## src/rtl/fec23_pkg.sv

```systemverilog
// Shared constants, stage-2 payload type and syndrome helpers for the
// shortened Hamming (15,10) decoder, g(D) = D^5 + D^4 + D^2 + 1.
package fec23_pkg;

  localparam int unsigned FEC23_N     = 15;
  localparam int unsigned FEC23_K     = 10;
  localparam int unsigned FEC23_P     = FEC23_N - FEC23_K;
  localparam int unsigned FEC23_CNT_W = 4;
  localparam int unsigned FEC23_ERR_W = 8;

  // g(D) without its D^5 term; applied when the syndrome MSB shifts out
  localparam logic [FEC23_P-1:0] FEC23_GPOLY = 5'b10101;

  // D^i mod g(D) for i = 0..14; index i is the codeword bit position
  localparam logic [FEC23_P-1:0] FEC23_SYND_TBL [FEC23_N] = '{
    5'b00001, 5'b00010, 5'b00100, 5'b01000, 5'b10000,
    5'b10101, 5'b11111, 5'b01011, 5'b10110, 5'b11001,
    5'b00111, 5'b01110, 5'b11100, 5'b01101, 5'b11010
  };

  // Completed word handed from the receive stage to the correction stage.
  // Parity bits are not kept: the syndrome already carries their information.
  typedef struct packed {
    logic [FEC23_K-1:0] info;
    logic [FEC23_P-1:0] synd;
  } fec23_s2_t;

  // One serial step of the remainder division, MSB-first input
  function automatic logic [FEC23_P-1:0] fec23_synd_step(
    input logic [FEC23_P-1:0] s,
    input logic               din
  );
    return {s[FEC23_P-2:0], din} ^ (s[FEC23_P-1] ? FEC23_GPOLY : '0);
  endfunction

endpackage

```

## src/rtl/fec23_synd_lut.sv

```systemverilog
// Syndrome decoder: maps a 5-bit syndrome to a one-hot error mask over the
// 15 codeword bits, or flags the syndrome as uncorrectable.
//   i_synd        syndrome of the received word
//   o_err_mask_c  one-hot bit to invert (all zero for syndrome 0 or uncorrectable)
//   o_uncorr_c    nonzero syndrome with no single-bit explanation
module fec23_synd_lut
  import fec23_pkg::*;
(
  input  logic [4:0]  i_synd,
  output logic [14:0] o_err_mask_c,
  output logic        o_uncorr_c
);

  logic [14:0] w_mask;

  // Table has no zero entry, so syndrome 0 naturally yields an empty mask
  always_comb begin
    w_mask = '0;
    for (int unsigned i = 0; i < FEC23_N; i++) begin
      if (i_synd == FEC23_SYND_TBL[i]) begin
        w_mask[i] = 1'b1;
      end
    end
  end

  assign o_err_mask_c = w_mask;
  assign o_uncorr_c   = (i_synd != '0) && (w_mask == '0);

endmodule

```

## src/rtl/fec23_dec.sv

```systemverilog
// Serial 2/3-rate FEC decoder for a shortened Hamming (15,10) code.
//   clk_6M        baseband clock
//   rstz          synchronous active-low reset
//   loadini_p     start-of-payload pulse; clears bit counter, syndrome, err_cnt
//   decode_en     enables acceptance of datvalid_p-qualified bits
//   datvalid_p    qualifies fec23_datin
//   fec23_datin   serial bit, first bit is coefficient D^14
//   dec_data      corrected information bits, bit 9 = first received bit
//   dec_valid_p   one-cycle pulse marking dec_data and flags valid
//   dec_corrected single-bit error corrected in last emitted word
//   dec_uncorr    uncorrectable error in last emitted word
//   err_cnt       saturating count of uncorrectable words
module fec23_dec
  import fec23_pkg::*;
(
  input  logic       clk_6M,
  input  logic       rstz,
  input  logic       loadini_p,
  input  logic       decode_en,
  input  logic       datvalid_p,
  input  logic       fec23_datin,
  output logic [9:0] dec_data,
  output logic       dec_valid_p,
  output logic       dec_corrected,
  output logic       dec_uncorr,
  output logic [7:0] err_cnt
);

  logic [FEC23_CNT_W-1:0] r_bit_cnt;
  logic [FEC23_N-2:0]     r_buf;       // first 14 bits; the 15th is parity and arrives live
  logic [FEC23_P-1:0]     r_synd;
  fec23_s2_t              r_s2;
  logic                   r_s2_vld;

  logic                   w_accept;
  logic                   w_last;
  logic [FEC23_P-1:0]     w_synd_next;
  logic [14:0]            w_mask;
  logic                   w_uncorr;
  logic [FEC23_K-1:0]     w_data_fix;

  assign w_accept    = decode_en & datvalid_p & ~loadini_p;
  assign w_last      = w_accept && (r_bit_cnt == FEC23_CNT_W'(FEC23_N - 1));
  assign w_synd_next = fec23_synd_step(r_synd, fec23_datin);

  fec23_synd_lut u_lut (
    .i_synd       (r_s2.synd),
    .o_err_mask_c (w_mask),
    .o_uncorr_c   (w_uncorr)
  );

  // Only information-bit positions of the mask matter for the output data
  assign w_data_fix = r_s2.info ^ w_mask[14:5];

  // Receive stage: bit counter, shift buffer, running syndrome, stage-2 capture
  always_ff @(posedge clk_6M) begin
    if (!rstz) begin
      r_bit_cnt <= '0;
      r_buf     <= '0;
      r_synd    <= '0;
      r_s2      <= '0;
      r_s2_vld  <= 1'b0;
    end else begin
      if (loadini_p) begin
        r_bit_cnt <= '0;
        r_synd    <= '0;
      end else if (w_accept) begin
        r_buf <= {r_buf[FEC23_N-3:0], fec23_datin};
        if (w_last) begin
          r_bit_cnt <= '0;
          r_synd    <= '0;
          r_s2      <= '{info: r_buf[FEC23_N-2:FEC23_P-1], synd: w_synd_next};
        end else begin
          r_bit_cnt <= r_bit_cnt + FEC23_CNT_W'(1);
          r_synd    <= w_synd_next;
        end
      end
      // Stage 2 is consumed on the very next edge, so a new capture (15 bits
      // later at the earliest) can never overwrite an unconsumed word.
      r_s2_vld <= w_last;
    end
  end

  // Correction stage: registered outputs, held between pulses
  always_ff @(posedge clk_6M) begin
    if (!rstz) begin
      dec_data      <= '0;
      dec_valid_p   <= 1'b0;
      dec_corrected <= 1'b0;
      dec_uncorr    <= 1'b0;
      err_cnt       <= '0;
    end else begin
      dec_valid_p <= r_s2_vld;
      if (r_s2_vld) begin
        dec_data      <= w_data_fix;
        dec_corrected <= |w_mask;
        dec_uncorr    <= w_uncorr;
      end
      // loadini_p clears the count and swallows a coincident increment
      if (loadini_p) begin
        err_cnt <= '0;
      end else if (r_s2_vld && w_uncorr && (err_cnt != '1)) begin
        err_cnt <= err_cnt + FEC23_ERR_W'(1);
      end
    end
  end

endmodule
```

## config.mk

```make
export PLATFORM = sky130hd
export DESIGN_NAME = fec23_dec
export DESIGN_NICKNAME = d
export VERILOG_FILES = /design/src/rtl/fec23_pkg.sv /design/src/rtl/fec23_synd_lut.sv /design/src/rtl/fec23_dec.sv
export SDC_FILE = /design/constraint.sdc
export NUM_CORES = 1
export LEC_CHECK = 0
export CORE_ASPECT_RATIO = 1.25
export CORE_MARGIN = 2
export CORE_UTILIZATION = 35
export CTS_CLUSTER_DIAMETER = 40
export DETAILED_ROUTE_END_ITERATION = 7
export SLEW_MARGIN = 20
export SYNTH_ARGS = -nofsm -noshare
export SYNTH_HDL_FRONTEND = slang
export SYNTH_HIERARCHICAL = 1
export SYNTH_SLANG_ARGS = --single-unit
export TNS_END_PERCENT = 30
```

## constraint.sdc

```tcl
create_clock -name clk_6M -period 1.85 [get_ports clk_6M]
set_input_delay 0.185 -clock clk_6M [delete_from_list [all_inputs] [get_ports clk_6M]]
set_output_delay 0.185 -clock clk_6M [all_outputs]
set_load 0.05 [all_outputs]
```

* Word-level counts from Yosys, hierarchy flattened
Cells that the tools add are included.
** Word-level totals
- Bits in registers :: 60
- Input port bits :: 6
- Output and inout port bits :: 21
- Word-level logic and storage cells :: 64
** Cells by class
- $add $sub $neg :: 2
- Equality and inequality tests :: 17
- Muxes and demuxes :: 18
- Bitwise gates (word level) :: 6
- Reductions and logical operators :: 10
** Operator list (count)
- equality test 5 bit (second input constant) :: 7
- equality test 5 x 4 -> 1 bit (second input constant) :: 4
- logical NOT 15 bit :: 1
- 2-to-1 mux 1 bit :: 15
- OR reduction 15 bit :: 1
- equality test 5 x 3 -> 1 bit (second input constant) :: 2
- 2-to-1 mux 5 bit :: 2
- XOR 10 bit :: 1
- adder 8 x 1 -> 8 bit (second input constant) :: 1
- != test 8 bit (second input constant) :: 1
- equality test 5 x 1 -> 1 bit (second input constant) :: 1
- equality test 5 x 2 -> 1 bit (second input constant) :: 1
- nonzero test 5 bit :: 1
- XOR 5 bit :: 1
- adder 4 x 1 -> 4 bit (second input constant) :: 1
- equality test 4 bit (second input constant) :: 1
- logical AND 1 bit :: 4
- 2-to-1 mux 4 bit :: 1
- AND reduction 3 bit :: 1
- bitwise AND 1 bit :: 2
- inverter 1 bit :: 2
- AND reduction 2 bit :: 1
- OR reduction 2 bit :: 1

* Depth between registers and ports, before layout
Gate-level depths: netlist (run 1).
- Depth after elaboration :: 6
- Mapped depth :: 7
- Depth with buffers taken out :: 7

* Modules after synthesis
The synthesis (run 1) kept the hierarchy.
** By module, submodules not included
- fec23_dec :: times used 1, cells each 292, area each 2575.0 um2, seq. area each 1201.2 um2
- fec23_synd_lut :: times used 1, cells each 41, area each 240.2 um2, seq. area each 0.0 um2

* Worst setup path after synthesis (run 1)
OpenSTA, ideal clock, no wires.
- Kind :: register to register
- Start :: reg r_s2[4] (netlist name)
- End :: reg err_cnt[7]
- Setup time :: 0.086 ns
- Arrival :: 1.731 ns
- Data required time :: 1.764 ns
- Path slack :: 0.033 ns
- Stages on the path, launching flop included :: 8
- Buffers on the path :: 1
- Clock period less this slack :: 1.817 ns
- Cells stage by stage :: dfxtp_1 clkbuf_1 nor2_1 a21boi_0 nor4_2 and4_1 a41oi_1 a211oi_1
** Between the ends
- Longest elaborated chain between the ends :: 6
- Elaborated cells between the ends (all ways) :: 35
- Those cells by class :: 15 x eq/ne; 15 x mux; 5 x reduce/logical
** RTL lines
- start, declared :: RTL line fec23_dec.sv:32 : fec23_s2_t r_s2;
- start signal, assigned :: RTL line fec23_dec.sv:72 : r_s2 <= '{info: r_buf[FEC23_N-2:FEC23_P-1], synd: w_synd_next};
- equality test 5 x 1 -> 1 bit, or another cell as far along :: RTL line fec23_synd_lut.sv:20 : if (i_synd == FEC23_SYND_TBL[i]) begin
- 2-to-1 mux 1 bit :: RTL line fec23_synd_lut.sv:20
- logical NOT 15 bit :: RTL line fec23_synd_lut.sv:27 : assign o_uncorr_c = (i_synd != '0) && (w_mask == '0);
- logical AND 1 bit (*) :: RTL line fec23_synd_lut.sv:27
- via w_uncorr :: RTL line fec23_dec.sv:39 : logic w_uncorr;
- logical AND 1 bit (*) (2 in a row) :: RTL line fec23_dec.sv:102 : end else if (r_s2_vld && w_uncorr && (err_cnt != '1)) begin
- end signal, assigned :: RTL line fec23_dec.sv:103 : err_cnt <= err_cnt + FEC23_ERR_W'(1);
- end, declared :: RTL line fec23_dec.sv:26 : output logic [7:0] err_cnt
The timed path passes the listed nets; every way through them passes the cells marked *.
A chain may end at the register's enable or synchronous reset.

* Worst setup path after layout (run 1)
- Start :: reg err_cnt[5]
- End :: out err_cnt[5]
No word-level cell between the ends.

==> run metrics, run 1 <==
outcome finished, final reports clean; CTS Buf Count 9; fin. max-slew vios 0; FF-to-FF setup slack 0.10 ns; largest net degree at the start of global routing 37; Seq cells post-synth 60; Hold Vio Cnt, Final 0; Yosys cell types 47; Worst path depth 1; most frequent cells in the layout 55 x dfxtp_1, 43 x nand2_1, 39 x a21oi_1; Total Wirelength 6060 um; final design utilization 44.65%; clk root buf clkbuf_8; Area contributors post-synth dfxtp_1 43%, a21oi_1 6.9%, nand2_1 5.7%; Placement Cell Area 3196 um^2; CP endpoint err_cnt[5]; fmax 0.5482 GHz; worst slew pin tran 0.5050 ns; top-level I/O count 27; Initial Utilization 36.13%; die area 8781 um^2; Iter 0 DRT Violations 102; Data arrival, critical path 1.64 ns; Reg clk slew, reported paths 0.07 ns; Yosys top cell area share 42.67%; Max FO, Critical Path 6; Reg2Reg Depth 7; fin crit share 98.60%; number of port buffers 26; RSZ-0062 raised after global routing yes; sequential-to-total area share from yosys stat 42.67%; Overall Global Routing Usage 14.55%; R2R Path Start r_s2[0]; die width 84.22 um; syn_nets 342; total gr overflow 0; Synth warnings 6; syn avg cell area 8.454 um^2; dominant synthesized flop cell dfxtp_1; cell count after synthesis 333; PD cells 803.2 nW/um^2; area delta synth->final 23.60%; worst relative slew slack 66.28%; Netlist Area Pre-Place 2815 um^2; RD Place Congestion 0.8601; final setup violation count 0; Post-CTS Setup Inserts 0; initial antenna violation count 0; leading cell type in the layout, fill and taps excluded dfxtp_1; CP peak stage delay 0.85 ns; Routed Antenna Nets 0; Fin Clk Skew 0.008270 ns; Inserted Diodes 0; buffer and inverter count on the worst path 1; CTS sink cnt 60; CP required 1.66 ns; ratio of cells with drive above 1 in the final layout 14.71%; max-cap violation count 0; cell taking the most area after synthesis dfxtp_1; crit path from err_cnt[5]; Residual DRC 0; Worst VDD drop 0.0004729 V; CTS tree built; detailed-router iteration count before antenna repair 4; wire length per cell 13.12 um; nets 371; CTS H-tree depth 3; vias in the first global route 2,294; CP max-delay cell clkdlybuf4s50_1; cell breakdown of the critical path clkdlybuf4s50_1; Die Span Y 104.3 um; clock latency on the worst-skew pair 0.35 ns; leakage power 1.161 nW; Crit Path Category reg -> out; FFs w/ async S/R, synth 0%; via-per-instance ratio 5.130; Rows 36; FF-to-FF End err_cnt[7]; Post-DP HPWL 4096 um; clock buffer depth 2; total number of vias 2,370; Period minus WS final 1.824 ns; Worst Setup Start Kind register; first-pass GRT wire length 10,410 um; family with the most delay on the worst path buffers and inverters; Core Area 7792 um^2; design area 3480 um^2; Crit. End Element primary output; Hold/Removal Path Class in -> reg; Post-synth EDFFs 0
routing by layer:
| layer | vias to the layer above | global-route usage [%] | share of wire, % |
|---|---|---|---|
| met5 | - | 0 | 0 |
| met4 | 0 | 8.525 | 1.8 |
| met3 | 7 | 4.127 | 3.1 |
| met2 | 30 | 23.58 | 50 |
| met1 | 1093 | 16.92 | 45 |
| li1 | 1240 | - | - |
kinds of logic (layout without fill, tap and decap cells):
group / Yosys count / in the layout / share of synthesized area (%)
AND/OR/NAND/NOR: 141 / 141 / 26.27
AO/OA/AOI/OAI: 80 / 80 / 17.16
flip-flops: 60 / 60 / 42.67
buffers and inverters: 29 / 63 / 6.266
XOR/XNOR: 18 / 18 / 5.600
adder cells (fa/ha/maj): 3 / 3 / 1.333
multiplexers: 2 / 2 / 0.7111
worst min-delay path by stage:
stage | startpoint | endpoint | slack [ns] | cells after the start
after floorplan | rstz | dec_valid_p | 0.31 | 1
after global routing | r_buf[3] | r_buf[4] | 0.48 | 2
final | fec23_datin | r_buf[0] | 0.45 | 3
after detailed placement | r_buf[0] | r_buf[0] | 0.45 | 2
after global placement | r_buf[3] | r_buf[4] | 0.44 | 2
after CTS | fec23_datin | r_buf[0] | 0.45 | 3
area by class of cell:
cell class                      instances  area (um^2)
Fill cell                             787         4313
Multi-Input combinational cell        244         1461
Sequential cell                        60         1215
Timing Repair Buffer                   43        429.2
Clock buffer                           10        127.6
Tap cell                               95        118.9
Clock inverter                          6        112.6
Inverter                                4        15.01
Yosys cell counts (all sizes together) (2+ instances only):
library cell  instances
nand2b                3
a31oi                 2
nand3b                3
clkbuf                7
o21ai                15
and3                  2
nand4b                3
a21boi                2
or2b                  2
and4                  4
inv                   4
dfxtp                60
nand2                44
xnor2                14
buf                  18
mux2i                 2
ha                    3
nor2                 23
a21oi                42
nor3                 11
a211oi               15
nand4                 3
nor4                  7
xor2                  4
or3                   5
and2                  2
nand3                23
flip-flops by register name, summed over array words and instances (netlist names):
register and count:
dec_corrected 1, dec_valid_p 1, r_synd 5, err_cnt 8
r_buf 14, r_bit_cnt 4, r_s2 15, dec_data 10
dec_uncorr 1, r_s2_vld 1
per-stage QoR:
stage	total power, mW	TNS [ns]	setup WS [ns]	hold slack (ns)	std cells
2_1_floorplan	1.375	0	0.03310	0.3123	333
3_3_place_gp	1.402	0	0.08582	0.4408	446
3_5_place_dp	1.402	0	0.02013	0.4484	446
4_1_cts	2.834	0	0.02143	0.4471	462
5_1_grt	2.901	-0.02432	-0.01374	0.4834	462
6_report	2.795	0	0.02589	0.4527	462
report_power, final:
part	switching [mW]	internal, mW	leakage, nW	total, mW
Combinational	0.0504	0.0279	0.554	0.0783
Sequential	0.00129	1.29	0.487	1.29
Clock	0.530	0.897	0.120	1.43
Total	0.582	2.21	1.16	2.79
worst reg2reg max path, cell delays in order, from the launching register on:
cell and delay (ns):
dfxtp_4 0.39, nand2_2 0.08, or3_1 0.33, a21boi_2 0.21, nor4_4 0.08, and4_4 0.21, and4_1 0.20, a211oi_1 0.17
what timing repair did:
action,CTS,global route
endpoints found under the setup margin,2,10
gates resized for setup,2,16
pin swaps,0,5
hold buffers,0,0
Power figures use the tool's default switching activity.
==> run 2, diff against run 1 <==
--- a/config.mk
+++ b/config.mk
@@ -5,12 +5,14 @@
 export SDC_FILE = /design/constraint.sdc
 export NUM_CORES = 1
 export LEC_CHECK = 0
+export CELL_PAD_IN_SITES_DETAIL_PLACEMENT = 0
+export CELL_PAD_IN_SITES_GLOBAL_PLACEMENT = 1
 export CORE_ASPECT_RATIO = 1.25
 export CORE_MARGIN = 2
 export CORE_UTILIZATION = 35
 export CTS_CLUSTER_DIAMETER = 40
 export DETAILED_ROUTE_END_ITERATION = 7
-export SLEW_MARGIN = 20
+export PLACE_DENSITY_LB_ADDON = 0.1
 export SYNTH_ARGS = -nofsm -noshare
 export SYNTH_HDL_FRONTEND = slang
 export SYNTH_HIERARCHICAL = 1
==> run 2 against run 1 <==
Clock skew is 0.0013 ns lower. Hold slack barely moved. Clock power about the same. Wire length up 3.1%. Combinational power rose by 2.7%. Sequential cell count is the same.
==> run metrics, run 2 (same netlist as run 1, synthesis figures left out) <==
max-cap violation count 0; initial antenna violation count 0; leading cell type in the layout, fill and taps excluded dfxtp_1; vias in the first global route 2,212; CP required 1.66 ns; Initial Utilization 36.13%; wire length per cell 13.55 um; total number of vias 2,400; largest registers r_s2: 15 flops, r_buf: 14 flops, dec_data: 10 flops; fin crit share 96.73%; leakage power 1.119 nW; Crit Path Category reg -> out; Post-DP HPWL 4196 um; Inserted Diodes 0; clock share of power 51.6%; first-pass GRT wire length 10,490 um; area delta synth->final 22.36%; clock latency on the worst-skew pair 0.34 ns; Die Span Y 104.3 um; fmax 0.5588 GHz; switching fraction of total power 21.75%; Routed Antenna Nets 0; Biggest register r_s2; CTS Buf Count 9; Iter 0 DRT Violations 51; reported net switching power 0.6174 mW; Worst VDD drop 0.0004438 V; worst relative slew slack 66.63%; CP max-delay cell clkdlybuf4s50_1; top-level I/O count 27; CP peak stage delay 0.84 ns; RD Place Congestion 0.7602; final design utilization 44.20%; Fin Clk Skew 0.007006 ns; largest net degree at the start of global routing 37; Max FO, Critical Path 6; Worst Setup Start Kind register; die width 84.22 um; Core Area 7792 um^2; CTS tree built; Overall Global Routing Usage 14.62%; fin cells 461; via-per-instance ratio 5.206; ratio of cells with drive above 1 in the final layout 14.75%; Reg clk slew, reported paths 0.07 ns; Data arrival, critical path 1.60 ns; cell breakdown of the critical path clkdlybuf4s50_1; number of port buffers 26; PD cells 824.1 nW/um^2; Rows 36; Hold/Removal Path Class in -> reg; family with the most delay on the worst path buffers and inverters; die area 8781 um^2; max FFs per register 15; total gr overflow 0; most frequent cells in the layout 55 x dfxtp_1, 43 x nand2_1, 38 x a21oi_1; Total Wirelength 6248 um; detailed-router iteration count before antenna repair 4; Placed Cells 445; Residual DRC 0; FF-to-FF setup slack 0.09 ns; nets 370; Hold Worst Slack 0.4528 ns; CTS H-tree depth 3; RSZ-0062 raised after global routing yes; buffer and inverter count on the worst path 1; clk root buf clkbuf_8; clock buffer depth 2; final setup violation count 0; fin. max-slew vios 0; Combinational Power Share 2.8%; CTS sink cnt 60; Hold Vio Cnt, Final 0; Flop pwr share 45.6%; Cell Int Power 2.221 mW; worst slew pin tran 0.4989 ns; Crit. End Element primary output; Period minus WS final 1.790 ns; outcome finished, final reports clean
run 2: changes by cell type in the layout (fill, tap and decap cells not counted), moves of 2 or more:
cell             previous run  this run
dfxtp_4                     3         0
clkinvlp_4                  0         2
clkdlybuf4s50_1            21        23
dfxtp_2                     2         5
run 2: final timing paths:
kind,startpoint,endpoint,depth (start not counted)
setup / recovery,err_cnt[4],err_cnt[4],1
hold reg to reg,r_buf[3],r_buf[4],2
setup reg to reg,r_s2[1],err_cnt[7],8
hold / removal,fec23_datin,r_buf[0],3
run 2: timing repair:
action	CTS	global route
hold buffers	0	0
pin swaps	0	1
gates resized for setup	3	7
setup endpoints to repair	1	4
buffers inserted	0	0
hold endpoints to repair	0	0
run 2: final cells by class:
type                            count  area [um^2]
Timing Repair Buffer               42        407.9
Sequential cell                    60         1207
Inverter                            4        15.01
Clock inverter                      7        122.6
Multi-Input combinational cell    244         1449
Tap cell                           95        118.9
Fill cell                         788         4348
Clock buffer                        9        123.9
run 2: power by group through the flow:
stage	Clock [mW]	Sequential (mW)	Combinational (mW)
6_report	1.46	1.29	0.0804
5_1_grt	1.55	1.29	0.0875
3_3_place_gp	0	1.32	0.0813
3_5_place_dp	0	1.32	0.0811
4_1_cts	1.50	1.29	0.0816
2_1_floorplan	0	1.32	0.0514
run 2: through the flow:
step / worst slack, ns / area [um^2] / TNS, ns / power (mW)
3_5_place_dp: -0.03196 / 3176 / -0.03196 / 1.405
4_1_cts: 0.003900 / 3426 / 0 / 2.874
2_1_floorplan: 0.03310 / 2815 / 0 / 1.375
3_3_place_gp: 0.03971 / 3176 / 0 / 1.405
5_1_grt: -0.01096 / 3445 / -0.01096 / 2.932
6_report: 0.06042 / 3445 / 0 / 2.839
run 2: per-layer routing:
layer,track usage (%),up-vias,share of wire [%]
li1,-,1235,-
met5,0,-,0
met4,5.876,0,1.5
met2,23.75,41,46
met1,18.53,1115,49
met3,3.492,9,3.4
